File: src/rtl/maxpool_relu_pkg.sv
// Constants and FSM encodings shared by the CNN pipeline stages
// (conv stage and max-pool/ReLU stage).
package maxpool_relu_pkg;

    localparam int CNN_DATA_W = 16;

    typedef enum logic [1:0] {
        ST_IDLE = 2'd0,
        ST_RUN  = 2'd1,
        ST_DONE = 2'd2
    } pool_state_e;

endpackage

File: src/rtl/pool_rowbuf.sv
// Half-row buffer for 2x2 pooling: holds the horizontal maxima of the even row
// until the matching odd row arrives. Single port, sync write, async read.
module pool_rowbuf
    import maxpool_relu_pkg::*;
#(
    parameter int DATA_W = CNN_DATA_W,
    parameter int DEPTH  = 2,
    parameter int AW     = 1
) (
    input  logic              clk,
    input  logic              we_i,
    input  logic [AW-1:0]     addr_i,
    input  logic [DATA_W-1:0] wdata_i,
    output logic [DATA_W-1:0] rdata_o
);

    // Contents are intentionally not reset: every entry is written in the even
    // row before the odd row reads it.
    logic [DATA_W-1:0] mem_q [DEPTH];

    always_ff @(posedge clk) begin
        if (we_i) begin
            mem_q[addr_i] <= wdata_i;
        end
    end

    assign rdata_o = mem_q[addr_i];

endmodule

File: src/rtl/maxpool_relu.sv
// 2x2 stride-2 max-pool with optional ReLU in front, fed one conv result per
// accepted cycle in raster order; one pooled result per 2x2 window.
module maxpool_relu
    import maxpool_relu_pkg::*;
#(
    parameter int DATA_W  = CNN_DATA_W,
    parameter int FMAP_W  = 26,
    parameter int FMAP_H  = 26,
    parameter int RELU_EN = 1
) (
    input  logic                     clk,
    input  logic                     rst_n,
    input  logic                     start,
    input  logic                     in_valid,
    input  logic signed [DATA_W-1:0] in_data,
    output logic                     out_valid,
    output logic signed [DATA_W-1:0] out_data,
    output logic                     busy,
    output logic                     frame_done,
    output logic                     drop_err,
    output pool_state_e              state_dbg
);

    localparam int COL_W    = (FMAP_W > 1) ? $clog2(FMAP_W) : 1;
    localparam int ROW_W    = (FMAP_H > 1) ? $clog2(FMAP_H) : 1;
    localparam int RB_DEPTH = (FMAP_W / 2 > 0) ? FMAP_W / 2 : 1;
    localparam int RB_AW    = (RB_DEPTH > 1) ? $clog2(RB_DEPTH) : 1;
    localparam logic [COL_W-1:0] COL_LAST = COL_W'(FMAP_W - 1);
    localparam logic [ROW_W-1:0] ROW_LAST = ROW_W'(FMAP_H - 1);

    pool_state_e              state_q, state_d;
    logic [COL_W-1:0]         col_q, col_d;
    logic [ROW_W-1:0]         row_q, row_d;
    logic signed [DATA_W-1:0] h_q, h_d;
    logic signed [DATA_W-1:0] out_data_q, out_data_d;
    logic                     out_valid_q, out_valid_d;
    logic                     drop_err_q, drop_err_d;

    logic signed [DATA_W-1:0] x, hm, pooled, rb_rdata;
    logic                     rb_we;
    logic [RB_AW-1:0]         rb_addr;

    // Ties resolve to the earlier operand (h before x, row buffer before hm).
    always_comb begin
        x = in_data;
        if ((RELU_EN != 0) && in_data[DATA_W-1]) begin
            x = '0;
        end
        hm     = (x > h_q) ? x : h_q;
        pooled = (hm > rb_rdata) ? hm : rb_rdata;
    end

    assign rb_addr = RB_AW'(col_q >> 1);

    pool_rowbuf #(
        .DATA_W (DATA_W),
        .DEPTH  (RB_DEPTH),
        .AW     (RB_AW)
    ) u_rowbuf (
        .clk     (clk),
        .we_i    (rb_we),
        .addr_i  (rb_addr),
        .wdata_i (hm),
        .rdata_o (rb_rdata)
    );

    always_comb begin
        state_d     = state_q;
        col_d       = col_q;
        row_d       = row_q;
        h_d         = h_q;
        out_valid_d = 1'b0;
        out_data_d  = out_data_q;
        drop_err_d  = drop_err_q;
        rb_we       = 1'b0;
        case (state_q)
            ST_IDLE: begin
                if (start) begin
                    state_d    = ST_RUN;
                    col_d      = '0;
                    row_d      = '0;
                    drop_err_d = in_valid;
                end else if (in_valid) begin
                    drop_err_d = 1'b1;
                end
            end
            ST_RUN: begin
                if (in_valid) begin
                    // Odd trailing column/row of an odd-sized map is even-indexed,
                    // so it only ever lands in h or the row buffer.
                    if (!col_q[0]) begin
                        h_d = x;
                    end else if (!row_q[0]) begin
                        rb_we = 1'b1;
                    end else begin
                        out_valid_d = 1'b1;
                        out_data_d  = pooled;
                    end
                    if (col_q == COL_LAST) begin
                        col_d = '0;
                        if (row_q == ROW_LAST) begin
                            row_d   = '0;
                            state_d = ST_DONE;
                        end else begin
                            row_d = row_q + 1'b1;
                        end
                    end else begin
                        col_d = col_q + 1'b1;
                    end
                end
            end
            ST_DONE: begin
                state_d = ST_IDLE;
                if (in_valid) begin
                    drop_err_d = 1'b1;
                end
            end
            default: state_d = ST_IDLE;
        endcase
    end

    always_ff @(posedge clk or negedge rst_n) begin
        if (!rst_n) begin
            state_q     <= ST_IDLE;
            col_q       <= '0;
            row_q       <= '0;
            h_q         <= '0;
            out_data_q  <= '0;
            out_valid_q <= 1'b0;
            drop_err_q  <= 1'b0;
        end else begin
            state_q     <= state_d;
            col_q       <= col_d;
            row_q       <= row_d;
            h_q         <= h_d;
            out_data_q  <= out_data_d;
            out_valid_q <= out_valid_d;
            drop_err_q  <= drop_err_d;
        end
    end

    assign out_valid  = out_valid_q;
    assign out_data   = out_data_q;
    assign busy       = (state_q == ST_RUN);
    assign frame_done = (state_q == ST_DONE);
    assign drop_err   = drop_err_q;
    assign state_dbg  = state_q;

endmodule

File: config.mk
export PLATFORM = sky130hd
export DESIGN_NAME = maxpool_relu
export DESIGN_NICKNAME = d
export VERILOG_FILES = /design/src/rtl/maxpool_relu_pkg.sv /design/src/rtl/pool_rowbuf.sv /design/src/rtl/maxpool_relu.sv
export SDC_FILE = /design/constraint.sdc
export NUM_CORES = 1
export LEC_CHECK = 0
export ABC_AREA = 0
export ABC_CLOCK_PERIOD_IN_PS = 5000
export CORE_MARGIN = 2
export CORE_UTILIZATION = 40
export DETAILED_ROUTE_END_ITERATION = 10
export PLACE_DENSITY = 0.66
export RECOVER_POWER = 25
export SYNTH_ARGS = -nofsm -noshare
export SYNTH_HDL_FRONTEND = slang
export SYNTH_SLANG_ARGS = --single-unit
export TNS_END_PERCENT = 1
File: constraint.sdc
create_clock -name clk -period 5 [get_ports clk]
set_input_delay 0.75 -clock clk [delete_from_list [all_inputs] [get_ports clk]]
set_output_delay 0.75 -clock clk [all_outputs]
set_load 0.1 [all_outputs]
Word level (Yosys, flattened, before mapping)
Memory sizes are Yosys's and may differ from the RTL's.
Cells that the tools add are included.
Storage, ports and cells
  logic and storage cells: 58
  bits of input ports: 20
  output and inout bits: 22
  bits in registers: 46
  RAM bits: 208
  memories kept: 1
Memory list
  u_rowbuf.mem_q: depth 13, bits a word 16, rd ports 1, clocked after Yosys merged registers in 0, write ports 1, line pool_rowbuf.sv:19  | logic [DATA_W-1:0] mem_q [DEPTH];
Operators by class
  equality and inequality tests: 8
  reductions and logical operators: 8
  muxes and demuxes: 29
  bitwise logic cells: 1
  $add $sub $neg: 2
  $lt $le $gt $ge: 2
Operators by type and width (number)
  > comparator 16 bit: 2
  2-to-1 mux 16 bit: 2
  2-to-1 mux 5 bit: 6
  case mux 5 bit (2 select lines): 2
  2-to-1 mux 15 bit: 1
  2-to-1 mux 1 bit: 12
  AND reduction 4 bit: 3
  adder 5 x 1 -> 5 bit, second input constant: 2
  == test 5 bit, second input constant: 2
  2-to-1 mux 2 bit: 4
  AND reduction 3 bit: 2
  inequality test 2 x 1 -> 1 bit, second input constant: 2
  inequality test 2 bit, second input constant: 2
  case mux 2 bit (2 select lines): 1
  nonzero test 2 bit: 2
  == test 2 x 1 -> 1 bit, second input constant: 1
  == test 2 bit, second input constant: 1
  zero test 2 bit: 1
  case mux 1 bit (2 select lines): 1
  inverter 1 bit: 1

Logic depth before layout (Yosys ltp)
  word-level depth: 6
  depth in mapped cells: 22
  gate-level depth less buffers: 17

Cells and area by module
From an unflattened synthesis, not the netlist that was laid out.
Second synthesis, totals
  cells, all modules: 681
  area, all modules: 11165.7 um2
By module, submodules not included
  pool_rowbuf: seq. area each 6246.0 um2, area an instance 7966.4 um2, cells each 346, instances 1
  maxpool_relu: seq. area each 1126.1 um2, area an instance 3199.3 um2, cells each 335, instances 1

Worst setup path after synthesis
Ideal clock, no wire load.
  path type: in2reg
  start point: in in_data[15]
  end point: reg out_data_q[10], in the netlist out_data[10]
  path buffers: 5
  setup time: 0.130 ns
  required time: 4.870 ns
  path slack: -0.367 ns
  arrival: 5.238 ns
  cell stages on the path: 22
  path through: buf_6 clkbuf_1 nor2b_1 ha_1 a21o_1 a21oi_1 o221ai_1 o22ai_2 nor2_1 buf_2 o21ai_0 ha_1 a21o_1 a21o_1 a31o_2 o211ai_1 nor3_2 or2_1 buf_6 buf_6 o31ai_1 a21oi_1
Between the ends
  word-level cells in the longest chain between the ends: 5
Ends and longest elaborated chain
  start: declaration: line maxpool_relu.sv:15  | input logic signed [DATA_W-1:0] in_data,
  2-to-1 mux 15 bit: line maxpool_relu.sv:46  | if ((RELU_EN != 0) && in_data[DATA_W-1]) begin
  named net x[10]: line maxpool_relu.sv:39  | logic signed [DATA_W-1:0] x, hm, pooled, rb_rdata;
  > comparator 16 bit: line maxpool_relu.sv:49  | hm = (x > h_q) ? x : h_q;
  2-to-1 mux 16 bit: line maxpool_relu.sv:49
  named net hm[5]: line maxpool_relu.sv:39
  > comparator 16 bit: line maxpool_relu.sv:50  | pooled = (hm > rb_rdata) ? hm : rb_rdata;
  2-to-1 mux 16 bit: line maxpool_relu.sv:50
  end signal: assignment: line maxpool_relu.sv:136  | out_data_q <= out_data_d;
  end: declaration: line maxpool_relu.sv:35  | logic signed [DATA_W-1:0] out_data_q, out_data_d;
The timed path passes the listed nets, and every way through them passes these cells.
A chain may end at the register's enable or synchronous reset.

Worst setup path after layout
  start point: in in_data[15]
  end point: reg out_data_q[2], in the netlist out_data[2]
The elaborated chain is that of the path after synthesis.

==> PnR_summary.wiki <==
{| class="wikitable"
! Metric !! Value
|-
| Shortest period the worst path allows || about 4.7 ns
|-
| Routability congestion estimate || ~0.85
|-
| EDFF count, synth || 195
|-
| Deepest clock path buffer count || 3
|-
| Leakage power figure || between 0.004 and 0.005 uW
|-
| Yosys warning total || 0
|-
| Chain of cells forming the critical path || clkdlybuf4s50_1, buf_4, nor2b_1, ha_1, nand3_1, or2_2, o221a_2, o2111a_2, nor2_1, buf_4, o21ai_2, ha_1, buf_4, nand4_1, nor2_1, nand2_1, buf_4, nor2_1, o32ai_4, o41ai_1, o21ai_1
|-
| Count of maximum capacitance violations || 1
|-
| Setup_tns || 0 ns
|-
| Effective utilization at floorplan || 40.83%
|-
| Count of hold-fix buffers inserted at cts || 0
|-
| Post-route fraction of the period consumed by the critical path || between 90 and 100%
|-
| Prevailing post-synth register cell || edfxtp_1
|-
| Reg2Reg Depth || 13
|-
| Instance count of the mapped netlist || ~670
|-
| Placement-stage worst setup slack || -0.2704 ns
|-
| I/O pins || between 40 and 50
|-
| Final setup slack of the worst path || 0.2810 ns
|-
| Library cell appearing most often on the critical path || buf_4
|-
| Tightest slew margin relative to the limit || -74.39%
|-
| # diodes || 0
|-
| Final Hold Fails || 0
|-
| Async S/R FF share, synth || 18.41%
|-
| Slew at the pin closest to its max-slew limit || roughly 2.6 ns
|-
| Core region area || about 26000 sq um
|-
| Count of placed standard cells including taps || 1080
|-
| Number of synthesized register bits || 239
|-
| Global-route wire length before repair || 39.26 mm
|-
| Hold depth || 2
|-
| Clock transition at the registers of the reported paths || around 0.07 ns
|-
| Multi-input gate area in the final layout || 3457 sq um
|-
| TritonCTS clock tree || done
|-
| Storage cell area || around 7000 sq um
|-
| Die footprint || roughly 28000 sq um
|-
| Ratio of total power to cell area || roughly 650 nW/um^2
|-
| Worst Path Arrival || between 5 and 6 ns
|-
| First drt pass iteration count || 9
|-
| CP required || about 5.4 ns
|-
| Path type of the worst min-delay path || reg2reg
|-
| Clock root buffer master || clkbuf_16
|-
| Input/output buffers || 40
|-
| Critical Path Fanout Max || 14
|-
| Proportion of synthesized chip area in sequential cells || approximately two thirds
|-
| Final setup skew || 0.01560 ns
|-
| Count of unresolved DRC violations after routing || 2
|-
| Max VDD drop || 0.4828 mV
|-
| Combined global-route utilization of all metal layers || 18.29%
|-
| Maximum number of pins on one net before global-route repair || between 40 and 50
|-
| Worst Setup End Kind || flop
|-
| Share of layout cells above drive strength 1 || about a quarter
|-
| Clock insertion delay at the later pin of the skew report || between 0.5 and 0.6 ns
|-
| Via-to-Cell Ratio || around 5.6
|-
| Number of fill cells || between 2000 and 2500
|-
| Number of antenna violations at the first check in global routing || 0
|-
| Failing checks || design-rule violations, max-capacitance violations, max-slew violations
|-
| Vias after detailed routing || around 6400
|-
| Count of cell types in the netlist || just under 60
|-
| Nets in the synthesized netlist || ~720
|-
| Final net count || ~820
|-
| Post-DR wirelength/cell || 22.25 um
|-
| Critical path start-end classification || in2reg
|-
| Crit start category || input port
|-
| Number of global-route vias before repair || around 6700
|-
| Crit-path slowest cell || clkdlybuf4s50_1
|-
| Core Rows || 59
|-
| Status || finished, violations left
|-
| Number of standard cells in the layout, taps in and fillers out || 1128
|-
| Final setup viols || 0
|-
| Total length of routed wires || approximately 25 mm
|-
| CTS Sinks || 239
|-
| DP Wirelength || 16.37 mm
|-
| Max H-tree Level || 1
|-
| Max-slew violation count || 45
|-
| Antenna violation net count after detailed routing || 0
|-
| CP max stage delay || roughly 0.46 ns
|-
| Achievable clock frequency || around 210 MHz
|-
| Count of routing violations after the opening detailed-route iteration || between 600 and 700
|-
| Avg Cell Area, Syn || 15.95 sq um
|-
| Area of the mapped netlist || between 10000 and 15000 sq um
|-
| Overflow left after global routing || 0
|-
| Power after layout || between 8000 and 9000 uW
|-
| Die Wd || around 170 um
|-
| Die Span Y || around 170 um
|-
| TritonCTS buffer count || 26
|-
| Synthesis-to-finish area growth || 20.05%
|}
[final timing paths]
kind | from | to | slack, ns
min | h_q[3]$_DFFE_PN0P_ | h_q[3]$_DFFE_PN0P_ | 0.50
max reg2reg | col_q[1]$_DFFE_PN0P_ | out_data[2]$_DFFE_PN0P_ | 0.71
min reg2reg | h_q[3]$_DFFE_PN0P_ | h_q[3]$_DFFE_PN0P_ | 0.50
max | in_data[15] | out_data[2]$_DFFE_PN0P_ | 0.28
min in group asynchronous | rst_n | h_q[3]$_DFFE_PN0P_ | 1.04
max in group asynchronous | rst_n | col_q[1]$_DFFE_PN0P_ | 2.26
[cell usage in the layout (no fill, tap or decap), drive strengths merged, types with 3 or more instances in the layout]
cell	synthesis	final
mux2	14	14
nor3	10	10
o41ai	5	5
clkbuf	19	36
edfxtp	195	195
nand2	25	25
o31ai	14	14
nor2	34	34
clkinv	0	9
dfrtp	44	44
clkdlybuf4s50	0	38
o211ai	3	3
nand3	21	21
bufinv	0	5
a21oi	21	21
a41oi	10	10
a31oi	5	5
nand4	3	3
inv	34	34
o21a	3	3
o21ai	36	36
buf	18	70
mux4	60	60
nand2b	10	10
nor2b	15	15
ha	28	28
a21o	6	6
or2	5	5
[cell usage after synthesis (all sizes together) (3+ instances only)]
| cell | number | area [sq um] |
|---|---|---|
| o21ai | 36 | 183.9 |
| ha | 28 | 350.3 |
| nor2 | 34 | 127.6 |
| o21a | 3 | 23.77 |
| a21o | 6 | 45.04 |
| o31ai | 14 | 110.1 |
| clkbuf | 19 | 71.32 |
| a31oi | 5 | 31.28 |
| buf | 18 | 120.1 |
| dfrtp | 44 | 1101 |
| edfxtp | 195 | 5856 |
| mux2 | 14 | 157.7 |
| nand4 | 3 | 18.77 |
| inv | 34 | 127.6 |
| nor2b | 15 | 93.84 |
| mux4 | 60 | 1351 |
| o41ai | 5 | 43.79 |
| a21oi | 21 | 108.9 |
| nand2b | 10 | 62.56 |
| a41oi | 10 | 87.58 |
| nand3 | 21 | 105.1 |
| o211ai | 3 | 22.52 |
| nor3 | 10 | 60.06 |
| nand2 | 25 | 93.84 |
| or2 | 5 | 31.28 |
[flip-flops by register name, indices dropped and copies added, names as in the netlist]
signal          flops
drop_err            1
row_q               5
out_data           15
state_dbg           2
out_valid           1
u_rowbuf.mem_q    195
h_q                15
col_q               5
[critical path: cells and delay by family]
family / cells / cell delay (ns)
compound gates: 6 / 1.26
simple gates: 8 / 1.35
fa+ha+maj: 2 / 0.61
buf+inv: 5 / 1.12
[timing repair]
item                                    in CTS  in global routing
resized for setup                            0                  9
setup buffers                                0                  0
endpoints found under the setup margin       0                 14
[metrics by stage]
step | util [%] | area (sq um) | hold WS (ns)
2_1_floorplan | - | 10690 | 0.4544
3_3_place_gp | 45.53 | 11900 | 0.4707
3_5_place_dp | 45.53 | 11900 | 0.4766
4_1_cts | 48.99 | 12800 | 0.4661
5_1_grt | 49.01 | 12810 | 0.5276
6_report | 49.01 | 12810 | 0.4972
[where the power goes]
| group | internal (uW) | switching (uW) | total [uW] |
|---|---|---|---|
| Sequential | 2640 | 297 | 2940 |
| Clock | 1240 | 758 | 2000 |
| Combinational | 1340 | 2110 | 3440 |
| Total | 5220 | 3160 | 8380 |
[cell type report]
type	instances	share of cell area, %
flip-flops and latches	239	54.33
multi-input cells	359	26.99
repair buffers	113	7.365
clock buffers	32	5.422
well taps	335	3.272
clock inverters	16	1.622
inverters	34	0.9964
[layer usage]
metal | share of wire (%) | global-route usage, % | vias to the layer above
met2 | 50 | 31.25 | 233
li1 | - | - | 2844
met4 | 2.6 | 5.482 | 0
met1 | 41 | 24.34 | 3243
met3 | 5.9 | 2.765 | 46
met5 | 0 | 0.6957 | -
[kinds of logic after synthesis]
kind of cell,synth area share [%]
compound gates,7.494
buf+inv,2.990
flops,65.20
other cells,0.03515
simple gates,6.145
xor+xnor,0.3284
fa+ha+maj,3.471
mux,14.33
No activity file was read; power rests on OpenSTA's default activity.
